[config.mk]
export PLATFORM = sky130hd
export DESIGN_NAME = accum_counter
export DESIGN_NICKNAME = d
export VERILOG_FILES = /design/src/rtl/accum_counter_pkg.sv /design/src/rtl/accum_counter_pattern_toggler.sv /design/src/rtl/accum_counter.sv
export SDC_FILE = /design/constraint.sdc
export NUM_CORES = 1
export LEC_CHECK = 0
export ABC_AREA = 1
export CORE_ASPECT_RATIO = 0.75
export CORE_MARGIN = 2
export CORE_UTILIZATION = 35
export DETAILED_ROUTE_END_ITERATION = 10
export PLACE_DENSITY = 0.57
export SLEW_MARGIN = 5
export SYNTH_ARGS = -nofsm -noshare
export SYNTH_HDL_FRONTEND = slang
export SYNTH_SLANG_ARGS = --single-unit
[constraint.sdc]
create_clock -name clk -period 2.7 [get_ports clk]
set_input_delay 0.54 -clock clk [delete_from_list [all_inputs] [get_ports clk]]
set_output_delay 0.54 -clock clk [all_outputs]
set_load 0.03 [all_outputs]
[src/rtl/accum_counter_pkg.sv]
// accum_counter_pkg
//   Shared definitions for accum_counter and its pattern register:
//   - mode_e      : operation encodings driven on the mode port
//   - alt_pattern : builds the default 1010... seed, MSB first, w bits wide
package accum_counter_pkg;

    typedef enum logic [1:0] {
        MODE_ACC  = 2'b00,
        MODE_ADD  = 2'b01,
        MODE_SUB  = 2'b10,
        MODE_LOAD = 2'b11
    } mode_e;

    // Bit w-1 is 1, then alternating down to bit 0 (8 bits -> 8'hAA).
    function automatic logic [31:0] alt_pattern(input int unsigned w);
        logic [31:0] p;
        p = '0;
        for (int unsigned i = 0; i < 32; i++) begin
            if (i < w && ((w - 1 - i) % 2) == 0) p[i] = 1'b1;
        end
        return p;
    endfunction

endpackage

[src/rtl/accum_counter_pattern_toggler.sv]
// pattern_toggler
//   Holds the pattern register r. It is reloaded with SEED on clr or load and
//   bitwise inverted on inv. Nothing changes unless e is high (clr excepted).
//   Ports:
//     clk  in   clock, rising edge
//     clr  in   synchronous active-high reset, r <= SEED
//     e    in   update enable
//     inv  in   invert r (ACC)
//     load in   reload r with SEED (LOAD); wins over inv
//     r    out  registered pattern value
module pattern_toggler #(
    parameter int              WIDTH = 8,
    parameter logic [WIDTH-1:0] SEED = '0
) (
    input  logic             clk,
    input  logic             clr,
    input  logic             e,
    input  logic             inv,
    input  logic             load,
    output logic [WIDTH-1:0] r
);

    logic [WIDTH-1:0] r_q;
    logic [WIDTH-1:0] r_d;

    always_comb begin
        r_d = r_q;
        if (e) begin
            if (load)     r_d = SEED;
            else if (inv) r_d = ~r_q;
        end
    end

    always_ff @(posedge clk) begin
        if (clr) r_q <= SEED;
        else     r_q <= r_d;
    end

    assign r = r_q;

endmodule

[src/rtl/accum_counter.sv]
// accum_counter
//   Accumulator with four operations selected by mode:
//     ACC  : q <= q + r, r <= ~r
//     ADD  : q <= q + d
//     SUB  : q <= q - d
//     LOAD : q <= d,     r <= SEED
//   Arithmetic is done at WIDTH+1 bits; the top bit is carry/borrow and is
//   registered as a one-cycle ovf pulse. SAT=1 clamps q to all-ones on carry
//   and to zero on borrow; SAT=0 wraps. WIDTH legal range is 2..32.
//   Ports:
//     clk   in   clock, rising edge
//     clr   in   synchronous active-high reset (q=0, r=SEED, ovf=0)
//     e     in   update enable
//     mode  in   operation select (accum_counter_pkg::mode_e)
//     d     in   operand / load value
//     q     out  registered accumulator
//     r_out out  registered pattern register
//     ovf   out  registered carry/borrow pulse
module accum_counter
    import accum_counter_pkg::*;
#(
    parameter int               WIDTH = 8,
    parameter logic [WIDTH-1:0] SEED  = WIDTH'(alt_pattern(WIDTH)),
    parameter bit               SAT   = 1'b0
) (
    input  logic             clk,
    input  logic             clr,
    input  logic             e,
    input  logic [1:0]       mode,
    input  logic [WIDTH-1:0] d,
    output logic [WIDTH-1:0] q,
    output logic [WIDTH-1:0] r_out,
    output logic             ovf
);

    mode_e            op;
    logic [WIDTH-1:0] r;
    logic [WIDTH:0]   res;
    logic             cb;
    logic [WIDTH-1:0] q_q, q_d;
    logic             ovf_q, ovf_d;

    assign op = mode_e'(mode);

    pattern_toggler #(
        .WIDTH (WIDTH),
        .SEED  (SEED)
    ) u_pat (
        .clk  (clk),
        .clr  (clr),
        .e    (e),
        .inv  (op == MODE_ACC),
        .load (op == MODE_LOAD),
        .r    (r)
    );

    // One WIDTH+1 datapath; for SUB the top bit of the difference is the borrow.
    always_comb begin
        unique case (op)
            MODE_ACC: res = {1'b0, q_q} + {1'b0, r};
            MODE_ADD: res = {1'b0, q_q} + {1'b0, d};
            MODE_SUB: res = {1'b0, q_q} - {1'b0, d};
            default:  res = {1'b0, d};
        endcase
    end

    assign cb = res[WIDTH] && (op != MODE_LOAD);

    always_comb begin
        q_d   = q_q;
        ovf_d = 1'b0;
        if (e) begin
            if (op == MODE_LOAD) begin
                q_d = d;
            end else begin
                ovf_d = cb;
                if (SAT && cb) q_d = (op == MODE_SUB) ? '0 : '1;
                else           q_d = res[WIDTH-1:0];
            end
        end
    end

    always_ff @(posedge clk) begin
        if (clr) begin
            q_q   <= '0;
            ovf_q <= 1'b0;
        end else begin
            q_q   <= q_d;
            ovf_q <= ovf_d;
        end
    end

    assign q     = q_q;
    assign r_out = r;
    assign ovf   = ovf_q;

endmodule

==> impl_results.md, run 1 <==
* Status: completed
* Fill count at between 400 and 500
* CTS root buffer: clkbuf_8
* Ys flop type: dfxtp_1
* Setup TNS at 0 ps
* Core outline area at between 4000 and 5000 um2
* Kind of end point of the critical path: flop
* Synthesis Warnings at 0
* Gpl congestion at around 0.8
* Max cap viols at 0
* GRT overflow at 0
* Syn avg cell area at between 6 and 7 um2
* Synth Instances at between 200 and 250
* Distinct cells, synth at 31
* DP Worst Slack at -399 ps
* Final wirelength at 4480 um
* Number of global-route vias before repair at 1498
* First-pass GRT wire length at 6990 um
* Antenna Violating Nets Remaining at 0
* IO Port Bufs at 29
* CTS sink cnt at 17
* Post-DR wirelength/cell at between 10 and 15 um
* CTS tree: built
* Largest net degree at the start of global routing at 15
* Pwr dens at between 500 and 600 nW/um2
* Cell depth of the worst flop-to-flop path at 17
* Synthesis-to-finish area growth at 43.3%
* Worst skew pair latency at about 260 ps
* Vias at ~1700
* End of the critical path: q[6]$_SDFFE_PP0P_
* Worst vdd ir at around 260 uV
* Top cell type's share of synthesized area at 0.216
* FMAX at around 400 MHz
* First-pass DRT Iterations at 4
* TritonCTS buffer count at 3
* Final Max Slew Viols at 0
* Nets@finish at between 300 and 400
* Internal power at 669 uW
* Initial antenna violation count at 0
* 1st-iter DRT viols at between 60 and 70
* Post-DP HPWL at 3340 um
* Sequential-to-total area share from yosys stat at 0.216
* Dominant cells by area after synthesis: dfxtp_1, nand2_1, ha_1
* Crit. Startpoint: d[2]
* Yosys reg bits at 17
* Final worst-path cycle share at 0.942
* RSZ-0062 raised after global routing: false
* Global-route usage over all layers at 0.178
* Synth cell count leaders: nand2_1, inv_1, a21oi_1
* R2R Path Start: u_pat.r[0]$_SDFFE_PP0P_
* Post-Synthesis Net Count at 267
* CP arrival at approximately 2700 ps
* Slew Limit Headroom at 0.624
* Comb pwr share at 0.545
* Leakage Power at 1.04 nW
* Clock Tree Buf Depth at 2
* Clk slew on worst S/H paths at roughly 70 ps
* Final worst-path setup slack at ~160 ps
* Slew @ Worst Pin at between 500 and 600 ps
* DR DRC count at 0
* Asr flop ratio synth at 0
* H-tree levels at 1
* Post-synthesis instance area at between 1500 and 2000 um2
* Crit path time final at ~2500 ps
* Diodes inserted at 0
* Die H at roughly 62 um
* Die X-Extent at roughly 80 um
* FP Rows at 21
* I/O pins at 30
* Req. time, crit path at 2830 ps
* Most frequent cell after synthesis: nand2_1
* Initial Utilization at 0.360
* Seq pwr share at 0.271
* Die area at approximately 5000 um2
* Post-synth EDFFs at 0
* WS Path Type: in -> reg
* Final hold viol count at 0
* Layout cell share with drive strength beyond 1 at 0.241
* Clk pwr share at 0.183
* Worst min-delay path class: reg -> reg
* Finish-stage setup viols at 0
* Worst R2R Setup Slack at approximately 360 ps
* Worst R2R End: q[7]$_SDFFE_PP0P_
* P_sw at approximately 470 uW
* Clk_skew at around 5.4 ps
* Nature of the critical path startpoint: input pin
* Routed vias/inst at between 4 and 5
* Hold-fix buffers, CTS at 0
* Switching fraction of total power at 0.411
* Synth area leader: dfxtp_1
* Crit Path Max Fanout at 3
-- power by group through the flow --
stage / registers, mW / logic (mW) / clock network (mW)
after global placement: 0.311 / 0.570 / 0
after global routing: 0.312 / 0.689 / 0.231
final: 0.308 / 0.619 / 0.208
after CTS: 0.306 / 0.582 / 0.215
after floorplan: 0.363 / 0.317 / 0
after detailed placement: 0.311 / 0.567 / 0
-- logic make-up after synthesis --
kind of cell / count (synthesis) / share of synthesized area
AOI/OAI and AO/OA: 66 / 0.236
xor gates and xnor gates: 5 / 0.0278
adders and majority gates: 14 / 0.116
buffers and inverters: 46 / 0.127
DFF: 17 / 0.216
and+or+nand+nor: 92 / 0.278
-- area by class of cell --
class	instances	area (um2)	area share
Clock buffer	3	41.3	0.0183
Clock inverter	1	5.00	0.00221
Inverter	40	150	0.0664
Multi-Input combinational cell	177	1150	0.510
Sequential cell	17	340	0.151
Tap cell	57	71.3	0.0315
Timing Repair Buffer	56	499	0.221
-- stage by stage --
step | instance area [um2] | std cells | hold slack, ps | utilization | total power [mW]
finish | 2260 | 351 | 500 | 0.515 | 1.13
global route | 2260 | 351 | 524 | 0.515 | 1.23
CTS | 2150 | 349 | 500 | 0.490 | 1.10
detailed placement | 2070 | 344 | 485 | 0.472 | 0.879
global placement | 2070 | 344 | 487 | 0.472 | 0.881
floorplan | 1580 | 240 | 601 | - | 0.680
-- cell usage in the layout, fill, tap and decap left out, types with 4 or more instances in the layout --
cell type and n:
a211oi_1 4, a21oi_1 24, a21oi_2 5, buf_4 27, clkdlybuf4s50_1 25, dfxtp_1 17
ha_1 7, ha_4 5, inv_1 28, inv_2 12, nand2_1 46, nand2_2 5
nand3_1 13, nor2_1 10, o211ai_1 7, o21ai_0 10, o21ai_1 14, xor2_1 4
-- timing repair --
item / CTS / global route
pin swaps: 1 / 16
setup endpoints to repair: 4 / 6
buffers inserted: 1 / 2
gates resized for setup: 9 / 22
-- worst min path at each step --
stage	slack (ps)	startpoint	cells past startpoint	to
6_report	500	q[7]$_SDFFE_PP0P_	2	q[7]$_SDFFE_PP0P_
5_1_grt	520	q[7]$_SDFFE_PP0P_	2	q[7]$_SDFFE_PP0P_
4_1_cts	500	q[5]$_SDFFE_PP0P_	2	q[5]$_SDFFE_PP0P_
3_5_place_dp	490	q[5]$_SDFFE_PP0P_	2	q[5]$_SDFFE_PP0P_
3_3_place_gp	490	q[5]$_SDFFE_PP0P_	2	q[5]$_SDFFE_PP0P_
2_1_floorplan	600	q[5]$_SDFFE_PP0P_	2	q[5]$_SDFFE_PP0P_
-- state kept, by name (all words and copies together) (netlist names) --
register	flops
ovf	1
q	8
u_pat.r	8
-- critical path: stages --
cell and delay [ps]:
clkdlybuf4s50_1 450, inv_2 120, nand3_2 110, nor2_4 140, inv_2 50, nand3_1 60
o21ai_1 60, o21ai_1 190, ha_1 290, or2_1 230, nand3b_1 120, nand2_1 70
nand2_1 60, nand3_1 60, nand2_1 100, a21oi_2 50
-- routing by layer --
metal  vias to the layer above  part of all wire  global-route usage  wire, um
li1                        906                 -                   -         -
met4                         0            0.0038              0.0275        17
met5                         -                 0                   0         0
met2                        40              0.40               0.237      1780
met3                         4             0.060              0.0422       270
met1                       751              0.54               0.288      2410
No activity file was read; power rests on OpenSTA's default activity.
==> run 2, diff against run 1 <==
Settings changed: SLEW_MARGIN 5 to default.
==> results of run 2 <==
The final DEF is identical to that of run 1; final timing and power are the same.
==> run 3, diff against run 2 <==
Settings changed: CORE_ASPECT_RATIO 0.75 to default.
==> run 3 against run 2 <==
Effect of this change: flip-flop and latch count is the same; combinational power shrank 0.8%; cell area is 1.2% lower.
==> impl_results.md, run 3 (same netlist as run 1, synthesis figures left out) <==
* Status: completed
* CTS root buffer: clkbuf_8
* IO Port Bufs at 29
* Worst vdd ir at 212 uV
* Layout cell share with drive strength beyond 1 at 0.227
* Cell depth of the worst flop-to-flop path at 18
* Final worst-path cycle share at 0.924
* Clk slew on worst S/H paths at ~70 ps
* Finish-stage setup viols at 0
* FP Rows at 24
* Slew Limit Headroom at 0.711
* Hold WS at about 500 ps
* R2R Path Start: u_pat.r[0]$_SDFFE_PP0P_
* Max cap viols at 0
* Die area at between 5000 and 6000 um2
* Most frequent cells in the layout: nand2_1, inv_1, a21oi_1
* Final wirelength at approximately 4600 um
* Crit. Startpoint: d[3]
* RSZ-0062 raised after global routing: false
* Diodes inserted at 0
* Synthesis-to-finish area growth at 41.6%
* Clk_skew at 6.08 ps
* FMAX at about 400 MHz
* Core outline area at roughly 4400 um2
* Number of global-route vias before repair at between 1500 and 2000
* Placed Cells at about 340
* First-pass GRT wire length at between 7000 and 8000 um
* DR DRC count at 0
* Leakage Power at 1.04 nW
* Pwr dens at 502 nW/um2
* Final Max Slew Viols at 0
* Req. time, crit path at ~2800 ps
* Antenna Violating Nets Remaining at 0
* Crit Path Max Fanout at 4
* Final hold viol count at 0
* Fill count at 440
* Worst min-delay path class: reg -> reg
* Initial Utilization at 0.362
* Post-DP HPWL at approximately 3400 um
* First-pass DRT Iterations at 4
* Clock Tree Buf Depth at 2
* H-tree levels at 1
* Kind of end point of the critical path: flop
* CP arrival at about 2600 ps
* Nets@finish at about 320
* I/O pins at 30
* Hold depth at 2
* Routed vias/inst at between 5 and 6
* Vias at 1723
* 1st-iter DRT viols at 109
* TritonCTS buffer count at 3
* Die X-Extent at 71.1 um
* WS Path Type: in -> reg
* CTS tree: built
* Nature of the critical path startpoint: input pin
* End of the critical path: q[7]$_SDFFE_PP0P_
* Die H at 71.1 um
* Initial antenna violation count at 0
* Crit path time final at between 2000 and 2500 ps
* Worst skew pair latency at between 200 and 300 ps
* Largest net degree at the start of global routing at 15
* Gpl congestion at between 0.8 and 0.9
* Post-DR wirelength/cell at 13.3 um
* CTS sink cnt at 17
* Hold-fix buffers, CTS at 0
* GRT overflow at 0
* Worst R2R Setup Slack at 380 ps
* Slew @ Worst Pin at between 400 and 500 ps
* Global-route usage over all layers at 0.183
* Worst R2R End: q[7]$_SDFFE_PP0P_
* Final cell count without fillers at between 300 and 400
* Most common cell after layout, fill and taps aside: nand2_1
run 3: timing repair:
item,in CTS,in global routing
endpoints found under the setup margin,3,6
hold endpoints to repair,0,0
setup buffers,0,1
pin swaps,1,14
resized for setup,3,28
run 3: cell type report:
class	count	area [um2]	share of cell area
multi-input cells	177	1150	0.513
repair buffers	53	487	0.218
flip-flops and latches	17	340	0.152
inverters	40	150	0.0672
well taps	52	65.1	0.0291
clock buffers	4	45.0	0.0202
run 3: stage by stage:
stage | setup WS [ps] | TNS, ps | total power [mW] | utilization | area [um2]
2_1_floorplan | 276 | 0 | 0.680 | - | 1580
3_3_place_gp | -277 | -1410 | 0.872 | 0.472 | 2060
3_5_place_dp | -297 | -1550 | 0.875 | 0.472 | 2060
4_1_cts | 9.08 | 0 | 1.08 | 0.484 | 2110
5_1_grt | 26.9 | 0 | 1.21 | 0.513 | 2230
6_report | 204 | 0 | 1.12 | 0.513 | 2230
run 3: worst max-delay path, stage by stage:
cell and delay [ps]:
clkdlybuf4s50_1 440, inv_1 100, nand3_2 90, nor2_4 130, inv_2 40, buf_4 120, nand2_1 60, a21oi_2 30
o21ai_1 130, ha_1 280, nand2_1 80, nand2_1 80, a21oi_2 160, nand2_1 60, nand2_1 60, nand3_1 60
nand2_1 100, a21oi_2 60
run 3: how the worst min path moves through the flow:
stage | startpoint | end
after global routing | q[7]$_SDFFE_PP0P_ | q[7]$_SDFFE_PP0P_
after floorplan | q[5]$_SDFFE_PP0P_ | q[5]$_SDFFE_PP0P_
after detailed placement | q[6]$_SDFFE_PP0P_ | q[6]$_SDFFE_PP0P_
final | q[7]$_SDFFE_PP0P_ | q[7]$_SDFFE_PP0P_
after CTS | q[6]$_SDFFE_PP0P_ | q[6]$_SDFFE_PP0P_
after global placement | q[6]$_SDFFE_PP0P_ | q[6]$_SDFFE_PP0P_
run 3: power breakdown:
part           internal (mW)  switching, mW
Sequential             0.279         0.0290
Combinational          0.279          0.335
Clock                  0.105         0.0937
run 3: routing by layer:
metal	vias up	GRT usage	routed length, um
met3	5	0.0242	212
li1	901	-	-
met2	35	0.302	2070
met4	0	0.0566	51
met1	782	0.246	2240
met5	-	0	0
